==> src/rtl/multi_laser_draw_pkg.sv <==
// Shared types and constants for the multi-slot laser engine.
// Latency: n/a (types, constants and a spawn helper only).
// Backpressure: n/a.
package multi_laser_draw_pkg;

    localparam int SCREEN_W = 640;
    localparam int SCREEN_H = 480;
    localparam int X_W      = 10;
    localparam int Y_W      = 9;

    typedef enum logic [2:0] {
        S_IDLE,
        S_SCAN,
        S_ERASE,
        S_MOVE,
        S_CHECK,
        S_KILL,
        S_DRAW,
        S_DONE
    } laser_state_t;

    typedef struct packed {
        logic           alive;
        logic           fresh;
        logic [X_W-1:0] x;
        logic [Y_W-1:0] y;
    } laser_slot_t;

    // New lasers start just above the player sprite; unsigned wrap if the player sits too high.
    function automatic logic [Y_W-1:0] spawn_y(input logic [Y_W-1:0] player_y,
                                               input int player_height,
                                               input int laser_length);
        return player_y - Y_W'(player_height / 2 + laser_length);
    endfunction

endpackage

==> src/rtl/multi_laser_draw_if.sv <==
// Bundles pixel, hit-query, kill and status signals of the multi-slot laser engine.
// Latency: n/a (wiring only); master = engine side, slave = environment side.
// Backpressure: pixels use pix_valid/pix_ready, hit queries use hit_req/hit_valid.
interface multi_laser_draw_if #(parameter int NUM_LASERS = 4);
    import multi_laser_draw_pkg::*;

    logic                  frame_tick;
    logic                  fire;
    logic [X_W-1:0]        player_x;
    logic [Y_W-1:0]        player_y;
    logic                  pix_valid;
    logic                  pix_ready;
    logic [X_W-1:0]        pix_x;
    logic [Y_W-1:0]        pix_y;
    logic [3:0]            pix_color;
    logic                  hit_req;
    logic [X_W-1:0]        hit_x;
    logic [Y_W-1:0]        hit_y;
    logic                  hit_valid;
    logic                  hit;
    logic [4:0]            hit_alien;
    logic                  kill_wren;
    logic [4:0]            kill_alien;
    logic                  fire_dropped;
    logic                  busy;
    logic                  pass_done;
    logic [NUM_LASERS-1:0] live_mask;
`ifdef MULTI_LASER_STATS_EN
    logic [15:0]           shots_fired;
    logic [15:0]           kills;
`endif

    modport master (
        input  frame_tick, fire, player_x, player_y, pix_ready, hit_valid, hit, hit_alien,
        output pix_valid, pix_x, pix_y, pix_color, hit_req, hit_x, hit_y,
        output kill_wren, kill_alien, fire_dropped, busy, pass_done, live_mask
`ifdef MULTI_LASER_STATS_EN
        , output shots_fired, kills
`endif
    );

    modport slave (
        output frame_tick, fire, player_x, player_y, pix_ready, hit_valid, hit, hit_alien,
        input  pix_valid, pix_x, pix_y, pix_color, hit_req, hit_x, hit_y,
        input  kill_wren, kill_alien, fire_dropped, busy, pass_done, live_mask
`ifdef MULTI_LASER_STATS_EN
        , input shots_fired, kills
`endif
    );

endinterface

==> src/rtl/multi_laser_draw_rect_raster.sv <==
// Row-major rectangle rasteriser emitting one pixel per accepted handshake.
// Latency: first pixel valid the cycle after start; last pulses on the final accepted pixel.
// Backpressure: holds pix_x/pix_y/pix_color while pix_valid && !pix_ready.
module multi_laser_draw_rect_raster
    import multi_laser_draw_pkg::*;
(
    input  logic           clock,
    input  logic           global_reset_n,
    input  logic           start,
    input  logic [X_W-1:0] x0,
    input  logic [X_W-1:0] x1,
    input  logic [Y_W-1:0] y0,
    input  logic [Y_W-1:0] y1,
    input  logic [3:0]     color,
    input  logic           pix_ready,
    output logic           pix_valid,
    output logic [X_W-1:0] pix_x,
    output logic [Y_W-1:0] pix_y,
    output logic [3:0]     pix_color,
    output logic           last
);

    logic           active_q, active_d;
    logic [X_W-1:0] cur_x_q, cur_x_d, x0_q, x0_d, x1_q, x1_d;
    logic [Y_W-1:0] cur_y_q, cur_y_d, y1_q, y1_d;
    logic [3:0]     color_q, color_d;

    always_comb begin
        active_d = active_q;
        cur_x_d  = cur_x_q;
        cur_y_d  = cur_y_q;
        x0_d     = x0_q;
        x1_d     = x1_q;
        y1_d     = y1_q;
        color_d  = color_q;
        last     = 1'b0;
        if (start) begin
            active_d = 1'b1;
            cur_x_d  = x0;
            cur_y_d  = y0;
            x0_d     = x0;
            x1_d     = x1;
            y1_d     = y1;
            color_d  = color;
        end else if (active_q && pix_ready) begin
            if (cur_x_q == x1_q) begin
                if (cur_y_q == y1_q) begin
                    active_d = 1'b0;
                    last     = 1'b1;
                end else begin
                    cur_x_d = x0_q;
                    cur_y_d = cur_y_q + Y_W'(1);
                end
            end else begin
                cur_x_d = cur_x_q + X_W'(1);
            end
        end
    end

    always_ff @(posedge clock or negedge global_reset_n) begin
        if (!global_reset_n) begin
            active_q <= 1'b0;
            cur_x_q  <= '0;
            cur_y_q  <= '0;
            x0_q     <= '0;
            x1_q     <= '0;
            y1_q     <= '0;
            color_q  <= '0;
        end else begin
            active_q <= active_d;
            cur_x_q  <= cur_x_d;
            cur_y_q  <= cur_y_d;
            x0_q     <= x0_d;
            x1_q     <= x1_d;
            y1_q     <= y1_d;
            color_q  <= color_d;
        end
    end

    assign pix_valid = active_q;
    assign pix_x     = active_q ? cur_x_q : '0;
    assign pix_y     = active_q ? cur_y_q : '0;
    assign pix_color = active_q ? color_q : '0;

endmodule

==> src/rtl/multi_laser_draw.sv <==
// Multi-slot laser engine: per frame, erase/advance/hit-test/redraw each live slot in index order.
// Latency: pass starts the cycle after frame_tick; one pixel per cycle with pix_ready high.
// Backpressure: pixel stream stalls on !pix_ready, CHECK waits on hit_valid. MULTI_LASER_STATS_EN adds counters.
module multi_laser_draw
    import multi_laser_draw_pkg::*;
#(
    parameter int NUM_LASERS           = 4,
    parameter int LASER_WIDTH          = 5,
    parameter int LASER_LENGTH         = 10,
    parameter int LASER_SPEED          = 5,
    parameter int PLAYER_HEIGHT        = 32,
    parameter int BACKGROUND_COLOR_NUM = 0,
    parameter int LASER_COLOR_NUM      = 2
) (
    input logic               clock,
    input logic               global_reset_n,
    multi_laser_draw_if.master bus
);

    localparam int IDX_W  = (NUM_LASERS > 1) ? $clog2(NUM_LASERS) : 1;
    localparam int HALF_W = LASER_WIDTH / 2;

    laser_state_t          state_q, state_d;
    laser_slot_t           slot_q [NUM_LASERS];
    laser_slot_t           slot_d [NUM_LASERS];
    logic [IDX_W-1:0]      idx_q, idx_d;
    logic [IDX_W:0]        scan_from_q, scan_from_d, next_from;
    logic                  fire_pending_q, fire_pending_d;
    logic [4:0]            alien_q, alien_d;
    logic [NUM_LASERS-1:0] live_mask_q, live_mask_d;

    logic             free_found, scan_found, alloc, fire_drop;
    logic [IDX_W-1:0] free_idx, scan_idx;
    logic [X_W-1:0]   rsel_x, rx0, rx1;
    logic [X_W:0]     rx_sum;
    logic [Y_W-1:0]   rsel_y, ry1;
    logic             raster_start, raster_last;
    logic [3:0]       raster_color;

    always_comb begin
        free_found = 1'b0;
        free_idx   = '0;
        scan_found = 1'b0;
        scan_idx   = '0;
        for (int i = NUM_LASERS - 1; i >= 0; i--) begin
            if (!slot_q[i].alive) begin
                free_found = 1'b1;
                free_idx   = IDX_W'(i);
            end
            if (slot_q[i].alive && ((IDX_W+1)'(i) >= scan_from_q)) begin
                scan_found = 1'b1;
                scan_idx   = IDX_W'(i);
            end
        end
        for (int i = 0; i < NUM_LASERS; i++) live_mask_d[i] = slot_q[i].alive;
    end

    // During SCAN the rectangle belongs to the slot being selected, otherwise to the current slot.
    always_comb begin
        rsel_x = (state_q == S_SCAN) ? slot_q[scan_idx].x : slot_q[idx_q].x;
        rsel_y = (state_q == S_SCAN) ? slot_q[scan_idx].y : slot_q[idx_q].y;
        rx0    = (rsel_x >= X_W'(HALF_W)) ? rsel_x - X_W'(HALF_W) : '0;
        rx_sum = {1'b0, rsel_x} + (X_W+1)'(HALF_W);
        rx1    = (rx_sum > (X_W+1)'(SCREEN_W - 1)) ? X_W'(SCREEN_W - 1) : rx_sum[X_W-1:0];
        ry1    = rsel_y + Y_W'(LASER_LENGTH - 1);
    end

    assign next_from = {1'b0, idx_q} + (IDX_W+1)'(1);
    assign alloc     = (state_q == S_IDLE) && fire_pending_q && free_found;
    assign fire_drop = (state_q == S_IDLE) && fire_pending_q && !free_found;

    always_comb begin
        state_d        = state_q;
        slot_d         = slot_q;
        idx_d          = idx_q;
        scan_from_d    = scan_from_q;
        fire_pending_d = fire_pending_q | bus.fire;
        alien_d        = alien_q;
        raster_start   = 1'b0;
        raster_color   = 4'(LASER_COLOR_NUM);
        case (state_q)
            S_IDLE: begin
                if (fire_pending_q) fire_pending_d = bus.fire;
                if (alloc) begin
                    slot_d[free_idx].alive = 1'b1;
                    slot_d[free_idx].fresh = 1'b1;
                    slot_d[free_idx].x     = bus.player_x;
                    slot_d[free_idx].y     = spawn_y(bus.player_y, PLAYER_HEIGHT, LASER_LENGTH);
                end
                if (bus.frame_tick) begin
                    state_d     = S_SCAN;
                    scan_from_d = '0;
                end
            end
            S_SCAN: begin
                if (!scan_found) begin
                    state_d = S_DONE;
                end else begin
                    idx_d        = scan_idx;
                    raster_start = 1'b1;
                    if (slot_q[scan_idx].fresh) begin
                        state_d = S_DRAW;
                    end else begin
                        state_d      = S_ERASE;
                        raster_color = 4'(BACKGROUND_COLOR_NUM);
                    end
                end
            end
            S_ERASE: if (raster_last) state_d = S_MOVE;
            S_MOVE: begin
                if (slot_q[idx_q].y <= Y_W'(LASER_SPEED)) begin
                    slot_d[idx_q].alive = 1'b0;
                    scan_from_d         = next_from;
                    state_d             = S_SCAN;
                end else begin
                    slot_d[idx_q].y = slot_q[idx_q].y - Y_W'(LASER_SPEED);
                    state_d         = S_CHECK;
                end
            end
            S_CHECK: begin
                if (bus.hit_valid) begin
                    if (bus.hit) begin
                        alien_d = bus.hit_alien;
                        state_d = S_KILL;
                    end else begin
                        raster_start = 1'b1;
                        state_d      = S_DRAW;
                    end
                end
            end
            S_KILL: begin
                slot_d[idx_q].alive = 1'b0;
                scan_from_d         = next_from;
                state_d             = S_SCAN;
            end
            S_DRAW: begin
                if (raster_last) begin
                    slot_d[idx_q].fresh = 1'b0;
                    scan_from_d         = next_from;
                    state_d             = S_SCAN;
                end
            end
            S_DONE:  state_d = S_IDLE;
            default: state_d = S_IDLE;
        endcase
    end

    always_ff @(posedge clock or negedge global_reset_n) begin
        if (!global_reset_n) begin
            state_q        <= S_IDLE;
            for (int i = 0; i < NUM_LASERS; i++) slot_q[i] <= '0;
            idx_q          <= '0;
            scan_from_q    <= '0;
            fire_pending_q <= 1'b0;
            alien_q        <= '0;
            live_mask_q    <= '0;
        end else begin
            state_q        <= state_d;
            slot_q         <= slot_d;
            idx_q          <= idx_d;
            scan_from_q    <= scan_from_d;
            fire_pending_q <= fire_pending_d;
            alien_q        <= alien_d;
            live_mask_q    <= live_mask_d;
        end
    end

    multi_laser_draw_rect_raster u_raster (
        .clock          (clock),
        .global_reset_n (global_reset_n),
        .start          (raster_start),
        .x0             (rx0),
        .x1             (rx1),
        .y0             (rsel_y),
        .y1             (ry1),
        .color          (raster_color),
        .pix_ready      (bus.pix_ready),
        .pix_valid      (bus.pix_valid),
        .pix_x          (bus.pix_x),
        .pix_y          (bus.pix_y),
        .pix_color      (bus.pix_color),
        .last           (raster_last)
    );

    assign bus.busy         = (state_q != S_IDLE) && (state_q != S_DONE);
    assign bus.pass_done    = (state_q == S_DONE);
    assign bus.hit_req      = (state_q == S_CHECK);
    assign bus.hit_x        = (state_q == S_CHECK) ? slot_q[idx_q].x : '0;
    assign bus.hit_y        = (state_q == S_CHECK) ? slot_q[idx_q].y : '0;
    assign bus.kill_wren    = (state_q == S_KILL);
    assign bus.kill_alien   = (state_q == S_KILL) ? alien_q : '0;
    assign bus.fire_dropped = fire_drop;
    assign bus.live_mask    = live_mask_q;

`ifdef MULTI_LASER_STATS_EN
    logic [15:0] shots_q, shots_d, kills_q, kills_d;

    always_comb begin
        shots_d = shots_q;
        kills_d = kills_q;
        if (alloc && (shots_q != 16'hFFFF)) shots_d = shots_q + 16'd1;
        if ((state_q == S_KILL) && (kills_q != 16'hFFFF)) kills_d = kills_q + 16'd1;
    end

    always_ff @(posedge clock or negedge global_reset_n) begin
        if (!global_reset_n) begin
            shots_q <= '0;
            kills_q <= '0;
        end else begin
            shots_q <= shots_d;
            kills_q <= kills_d;
        end
    end

    assign bus.shots_fired = shots_q;
    assign bus.kills       = kills_q;
`endif

endmodule

==> src/flat_wrapper.sv <==
// flat-port wrapper written by rule: the top's interface ports become plain ports
module multi_laser_draw_flat import multi_laser_draw_pkg::*;
#(
    parameter int NUM_LASERS           = 4,
    parameter int LASER_WIDTH          = 5,
    parameter int LASER_LENGTH         = 10,
    parameter int LASER_SPEED          = 5,
    parameter int PLAYER_HEIGHT        = 32,
    parameter int BACKGROUND_COLOR_NUM = 0,
    parameter int LASER_COLOR_NUM      = 2
)
  (clock, global_reset_n, bus_frame_tick, bus_fire, bus_player_x, bus_player_y, bus_pix_ready, bus_hit_valid, bus_hit, bus_hit_alien, bus_pix_valid, bus_pix_x, bus_pix_y, bus_pix_color, bus_hit_req, bus_hit_x, bus_hit_y, bus_kill_wren, bus_kill_alien, bus_fire_dropped, bus_busy, bus_pass_done, bus_live_mask);
  multi_laser_draw_if #(.NUM_LASERS(NUM_LASERS)) bus_i ();
  input logic clock;
  input logic global_reset_n;
  input wire logic [$bits(bus_i.frame_tick)-1:0] bus_frame_tick;
  input wire logic [$bits(bus_i.fire)-1:0] bus_fire;
  input wire logic [$bits(bus_i.player_x)-1:0] bus_player_x;
  input wire logic [$bits(bus_i.player_y)-1:0] bus_player_y;
  input wire logic [$bits(bus_i.pix_ready)-1:0] bus_pix_ready;
  input wire logic [$bits(bus_i.hit_valid)-1:0] bus_hit_valid;
  input wire logic [$bits(bus_i.hit)-1:0] bus_hit;
  input wire logic [$bits(bus_i.hit_alien)-1:0] bus_hit_alien;
  output wire logic [$bits(bus_i.pix_valid)-1:0] bus_pix_valid;
  output wire logic [$bits(bus_i.pix_x)-1:0] bus_pix_x;
  output wire logic [$bits(bus_i.pix_y)-1:0] bus_pix_y;
  output wire logic [$bits(bus_i.pix_color)-1:0] bus_pix_color;
  output wire logic [$bits(bus_i.hit_req)-1:0] bus_hit_req;
  output wire logic [$bits(bus_i.hit_x)-1:0] bus_hit_x;
  output wire logic [$bits(bus_i.hit_y)-1:0] bus_hit_y;
  output wire logic [$bits(bus_i.kill_wren)-1:0] bus_kill_wren;
  output wire logic [$bits(bus_i.kill_alien)-1:0] bus_kill_alien;
  output wire logic [$bits(bus_i.fire_dropped)-1:0] bus_fire_dropped;
  output wire logic [$bits(bus_i.busy)-1:0] bus_busy;
  output wire logic [$bits(bus_i.pass_done)-1:0] bus_pass_done;
  output wire logic [$bits(bus_i.live_mask)-1:0] bus_live_mask;
  assign bus_i.frame_tick = bus_frame_tick;
  assign bus_i.fire = bus_fire;
  assign bus_i.player_x = bus_player_x;
  assign bus_i.player_y = bus_player_y;
  assign bus_i.pix_ready = bus_pix_ready;
  assign bus_i.hit_valid = bus_hit_valid;
  assign bus_i.hit = bus_hit;
  assign bus_i.hit_alien = bus_hit_alien;
  assign bus_pix_valid = bus_i.pix_valid;
  assign bus_pix_x = bus_i.pix_x;
  assign bus_pix_y = bus_i.pix_y;
  assign bus_pix_color = bus_i.pix_color;
  assign bus_hit_req = bus_i.hit_req;
  assign bus_hit_x = bus_i.hit_x;
  assign bus_hit_y = bus_i.hit_y;
  assign bus_kill_wren = bus_i.kill_wren;
  assign bus_kill_alien = bus_i.kill_alien;
  assign bus_fire_dropped = bus_i.fire_dropped;
  assign bus_busy = bus_i.busy;
  assign bus_pass_done = bus_i.pass_done;
  assign bus_live_mask = bus_i.live_mask;
  multi_laser_draw #(.NUM_LASERS(NUM_LASERS), .LASER_WIDTH(LASER_WIDTH), .LASER_LENGTH(LASER_LENGTH), .LASER_SPEED(LASER_SPEED), .PLAYER_HEIGHT(PLAYER_HEIGHT), .BACKGROUND_COLOR_NUM(BACKGROUND_COLOR_NUM), .LASER_COLOR_NUM(LASER_COLOR_NUM)) u_core (.clock(clock), .global_reset_n(global_reset_n), .bus(bus_i));
endmodule
==> config.mk <==
export PLATFORM = sky130hd
export DESIGN_NAME = multi_laser_draw_flat
export DESIGN_NICKNAME = d
export VERILOG_FILES = /design/src/rtl/multi_laser_draw_pkg.sv /design/src/rtl/multi_laser_draw_if.sv /design/src/rtl/multi_laser_draw_rect_raster.sv /design/src/rtl/multi_laser_draw.sv /design/src/flat_wrapper.sv
export SDC_FILE = /design/constraint.sdc
export NUM_CORES = 1
export LEC_CHECK = 0
export ABC_CLOCK_PERIOD_IN_PS = 5040
export CELL_PAD_IN_SITES_DETAIL_PLACEMENT = 0
export CELL_PAD_IN_SITES_GLOBAL_PLACEMENT = 1
export CORE_AREA = 2 2 201 203
export DETAILED_ROUTE_END_ITERATION = 12
export DIE_AREA = 0 0 203 205
export HOLD_SLACK_MARGIN = 0.03
export PLACE_DENSITY_LB_ADDON = 0.1
export REMOVE_ABC_BUFFERS = 1
export SYNTH_ARGS = -nofsm -noshare
export SYNTH_HDL_FRONTEND = slang
export SYNTH_SLANG_ARGS = --single-unit
==> constraint.sdc <==
create_clock -name clock -period 5.04 [get_ports clock]
set_input_delay 0.756 -clock clock [delete_from_list [all_inputs] [get_ports clock]]
set_output_delay 0.756 -clock clock [all_outputs]
set_load 0.005 [all_outputs]
* After elaboration in Yosys (flattened, before gate mapping)
Cells that the tools add are included.
** Word-level totals
- Register bits :: 155
- Latch bits :: 0
- Memory bits (writable) :: 0
- Bits in read-only memories :: 0
- Word-level logic and storage cells :: 192
- Memories :: 0
** Operators by class
- Add/sub/neg operators :: 8
- Multipliers :: 0
- Div/mod/pow operators :: 0
- $lt $le $gt $ge :: 12
- Eq/ne operators :: 18
- Shift-type cells :: 0
- Mux-type cells :: 95
- Bitwise operators :: 4
- Reduce and logical (&&, ||, !) cells :: 26
** Operators with widths (count)
- bitwise mux 84 bit :: 7
- one-hot mux 84 bit (4 select lines) :: 1
- demux 21 bit (select 2 bit) :: 7
- 2-to-1 mux 84 bit :: 3
- 2-to-1 mux 10 bit :: 9
- binary-select mux 21 bit (select 2 bit) :: 2
- 2-to-1 mux 9 bit :: 9
- 2-to-1 mux 20 bit :: 4
- 2-to-1 mux 19 bit :: 3
- 2-to-1 mux 21 bit :: 2
- 2-to-1 mux 3 bit :: 10
- one-hot mux 3 bit (8 select lines) :: 1
- 2-to-1 mux 1 bit :: 21
- 2-to-1 mux 2 bit :: 10
- equality test 3 bit (second input constant) :: 4
- 2-to-1 mux 4 bit :: 3
- one-hot mux 3 bit (4 select lines) :: 1
- AND reduction 3 bit :: 4
- adder 10 x 2 -> 11 bit (second input constant) :: 1
- > comparator 11 x 10 -> 1 bit (second input constant) :: 1
- logical AND 1 bit :: 11
- adder 10 x 1 -> 10 bit (second input constant) :: 1
- equality test 10 bit :: 1
- greater-or-equal comparator 10 x 2 -> 1 bit (second input constant) :: 1
- 29 further kinds :: 46

* Longest topological paths before layout
- Depth in word-level cells :: 15
- Gate-level depth with buffers :: 15

* By module
A second synthesis with hierarchy kept.
** Unflattened totals
- Cell total of the unflattened synthesis :: 1019
- Area, all modules :: 10432.5 µm²
** By module, submodules not included
- multi_laser_draw :: instances 1, cells each 718, area an instance 7196.9 µm², sequential area each 2552.4 µm²
- multi_laser_draw_rect_raster :: instances 1, cells each 301, area an instance 3235.6 µm², sequential area each 1326.3 µm²

* Least setup slack after synthesis
OpenSTA, ideal clock, no wires.
- Path type :: flip-flop to flip-flop
- Start :: register u_core.idx_q[0]
- End :: register with a tool-made name
- Setup time :: 121 ps
- Arrival time :: 2891 ps
- Setup slack :: 2028 ps
- Stages on the path, launching flop included :: 13
- Path buffers :: 3
- Period minus slack after synthesis :: 3012 ps
- Cell sequence :: dfrtp_1 -> buf_2 -> mux4_2 -> inv_1 -> ha_1 -> nand2_1 -> a2111o_1 -> and2_1 -> clkbuf_1 -> buf_2 -> o21ai_0 -> o22ai_1 -> a22o_1
** RTL lines
- from (decl) :: RTL line multi_laser_draw.sv:26 : logic [IDX_W-1:0] idx_q, idx_d;
- from (signal assigned) :: RTL line multi_laser_draw.sv:160 : idx_q <= idx_d;

==> summary.md <==
| Metric | Value |
|---|---|
| Outcome | `completed` |
| Setup violators final | `0` |
| Chip width | `just over 200 um` |
| Fmax | `roughly 250 MHz` |
| Type of origin of the critical path | `flop` |
| Post-route insts no fill | `1641` |
| Fin crit period | `approximately 4000 ps` |
| Slew Limit Fails | `0` |
| First-pass GRT wire length | `roughly 53 mm` |
| Total gr overflow | `0` |
| Top Family by Delay on Critical Path | `compound AO/OA/AOI/OAI gates` |
| Critical path type | `flop to flop` |
| CP cell instances | `xnor2_1 -> nand4_1 -> nor4_1 -> nand4_1 -> o21ai_1 -> a21oi_1 -> a21oi_1 -> nand2_1 -> a22o_1` |
| WP data arrival | `about 4400 ps` |
| Cell depth of the worst setup path | `9` |
| Multi-input gate area | `0.00556 mm2` |
| End-of-flow core utilization | `a little under a third` |
| Initial antenna violation count | `0` |
| Mapped cell area | `between 0.009 and 0.01 mm2` |
| RSZ-0062 raised after global routing | `false` |
| DR vias | `~8200` |
| Clock Sinks | `roughly 150` |
| DP HPWL | `around 25 mm` |
| Largest net degree at the start of global routing | `95` |
| PD cells | `roughly 570 mW/mm2` |
| Sequential share of the synthesized area | `roughly two fifths` |
| Yosys warnings | `0` |
| Post-CTS Resized | `0` |
| Final hold slack | `357 ps` |
| Core Region | `about 0.04 mm2` |
| #FFs+latches synth | `approximately 150` |
| Worst-Margin Slew | `995 ps` |
| Hold crit path type | `primary input to asynchronous set/reset pin` |
| # fillers | `4151` |
| Cts hold-fix bufs | `0` |
| Diodes inserted | `0` |
| GRT Total Usage | `17.1%` |
| # Max-Cap Violations | `0` |
| Final layout net count | `approximately 1100` |
| Synth Instances | `about 1000` |
| CTS tree | `built` |
| Total routed wirelength | `around 34 mm` |
| Main flop type after synthesis | `dfrtp_1` |
| CP max-delay cell | `a21oi_1` |
| Number of H-tree levels | `4` |
| Detailed Routing Iterations Pass 1 | `5` |
| R2R Setup Slk | `~1000 ps` |
| Number of enable flip-flop cells after synthesis | `0` |
| Synth unique cells | `67` |
| Max VDD drop | `around 0.00029 V` |
| Root Buffer | `clkbuf_16` |
| CTS clock-pin slew for the worst setup and hold paths | `60 ps` |
| Num CTS Buffers | `17` |
| I/O pin count | `88` |
| Worst Path Max Fanout | `10` |
| Avg Inst Size Synth | `approximately 9.5 um2` |
| Delay of the slowest critical-path stage | `about 790 ps` |
| Buf/Inv on CP | `0` |
| Number of global-route vias before repair | `8284` |
| Reg2reg path depth | `9` |
| Static leakage | `roughly 4.8 nW` |
| Relative slew slack | `between 30% and 40%` |
| DIE AREA | `around 0.042 mm2` |
| Initial Util | `about a quarter` |
| Post-CTS Setup Inserts | `0` |
| Skew final | `roughly 12 ps` |
| Critical path capture point type | `flop` |
| CTS Buffer Depth | `2` |
| Area grow syn2layout | `21.0%` |
| PortBufs | `84` |
| Vias per cell | `4.98` |
| Post-route ant nets | `0` |
| Layout cells sized above 1 | `between 10% and 20%` |
| FP Rows | `between 70 and 80` |
| DR DRC count | `0` |
| Worst r2r src | `u_core.u_raster.cur_x_q[8]` |
| Critical Path RT | `about 5400 ps` |
| Dpl cells | `1609` |
| Wire length per cell | `21.0 um` |
| Iter 0 DRT Violations | `530` |
| Ys async rst share | `100%` |
| Final period util | `79.8%` |
| Worst-Skew Late Latency | `450 ps` |
| Worst setup startpoint | `u_core.u_raster.cur_x_q[8]` |
| Setup TNS | `0 ps` |
| Hold Violations, Final | `0` |
| FF/Latch Area | `around 0.0038 mm2` |
| Final Wtd Congestion | `0.821` |
| Die Span Y | `about 210 um` |
| Total power | `0.00677 W` |
## stage by stage
step	area (um2)	worst slack, ps
after floorplan	9510	1040
after global placement	11300	739
after detailed placement	11300	708
after CTS	11800	1080
after global routing	11800	750
final	11800	1020
## worst reg2reg max path: stages, from the launching register on
cell and delay, ps:
dfrtp_1 440, xnor2_1 210, nand4_1 170, nor4_1 600
nand4_1 350, o21ai_1 250, a21oi_1 320, a21oi_1 790
nand2_1 430, a22o_1 330
## per-layer routing
layer / vias to the layer above / part of all wire [%] / global-route usage (%)
met3: 37 / 3.8 / 3.26
met5: - / 0 / 0
met1: 4080 / 50 / 24.6
li1: 3888 / - / -
met4: 0 / 1.9 / 4.93
met2: 164 / 44 / 25.9
## kinds of logic after synthesis
kind of cell	count (synthesis)	synth area share (%)
AND/OR/NAND/NOR	328	16.3
XOR/XNOR	63	5.64
other	1	0.0383
flip-flops	152	38.9
adder cells (fa/ha/maj)	13	1.66
multiplexers	112	14.7
AO/OA/AOI/OAI	254	18.4
buffers and inverters	105	4.46
## final cells by class
class / instances / area share (%)
clock inverters: 13 / 0.919
well taps: 525 / 5.55
multi-input cells: 773 / 47.0
repair buffers: 119 / 9.33
inverters: 40 / 1.27
flip-flops and latches: 152 / 32.1
clock buffers: 19 / 3.83
## where the power goes
group	leakage, nW	internal (W)	switching (W)	total, W
clock network	0.276	0.000670	0.000596	0.00127
registers	1.89	0.00164	0.000469	0.00211
logic	2.60	0.00147	0.00192	0.00339
total	4.77	0.00379	0.00298	0.00677
## cell usage in the layout, fill, tap and decap left out, drive strengths merged, types with 5 or more instances in the layout
cell and count:
nand4 9, dfrtp 152, o22a 7, a22o 38, a21oi 49, clkbuf 19, a31oi 8, o21ai 41
nand2b 10, o22ai 35, nor2 84, mux4 20, ha 13, nand2 89, mux2 46, clkdlybuf4s50 83
nor3 29, o211ai 6, a21o 7, xor2 18, nand3 23, mux2i 46, inv 47, clkinv 5
o221ai 9, a211oi 19, xnor2 45, buf 36, o21a 7, o31a 9, and2 47, and3 13
## cells in the mapped netlist (all sizes together) (6+ instances only)
cell type	number	area (um2)
inv	40	150
a211oi	19	143
nand2b	10	65.1
nand4	9	56.3
o221ai	9	104
a31oi	8	50.1
o21a	7	52.6
ha	13	163
nor2	84	318
o22a	7	61.3
xnor2	45	394
nor3	29	145
o21ai	41	205
and2	47	294
buf	31	159
clkbuf	34	128
a22o	38	333
mux2i	46	468
nand2	89	334
a21o	7	52.6
o31a	9	78.8
dfrtp	152	3800
xor2	18	158
nand3	23	115
o22ai	35	225
mux2	46	518
and3	13	81.3
o211ai	6	45.0
a21oi	49	245
mux4	20	450
## worst min path at each step
stage,startpoint,to,slack (ps),cells past startpoint
2_1_floorplan,u_core.u_raster.x0_q[6],u_core.u_raster.x0_q[6],440,1
3_3_place_gp,u_core.u_raster.x0_q[5],u_core.u_raster.x0_q[5],460,1
5_1_grt,global_reset_n,u_core.u_raster.cur_y_q[8],470,1
6_report,global_reset_n,u_core.u_raster.cur_y_q[8],360,1
4_1_cts,global_reset_n,u_core.u_raster.cur_y_q[8],450,1
3_5_place_dp,u_core.u_raster.x0_q[6],u_core.u_raster.x0_q[6],460,1
Power figures use the tool's default switching activity.
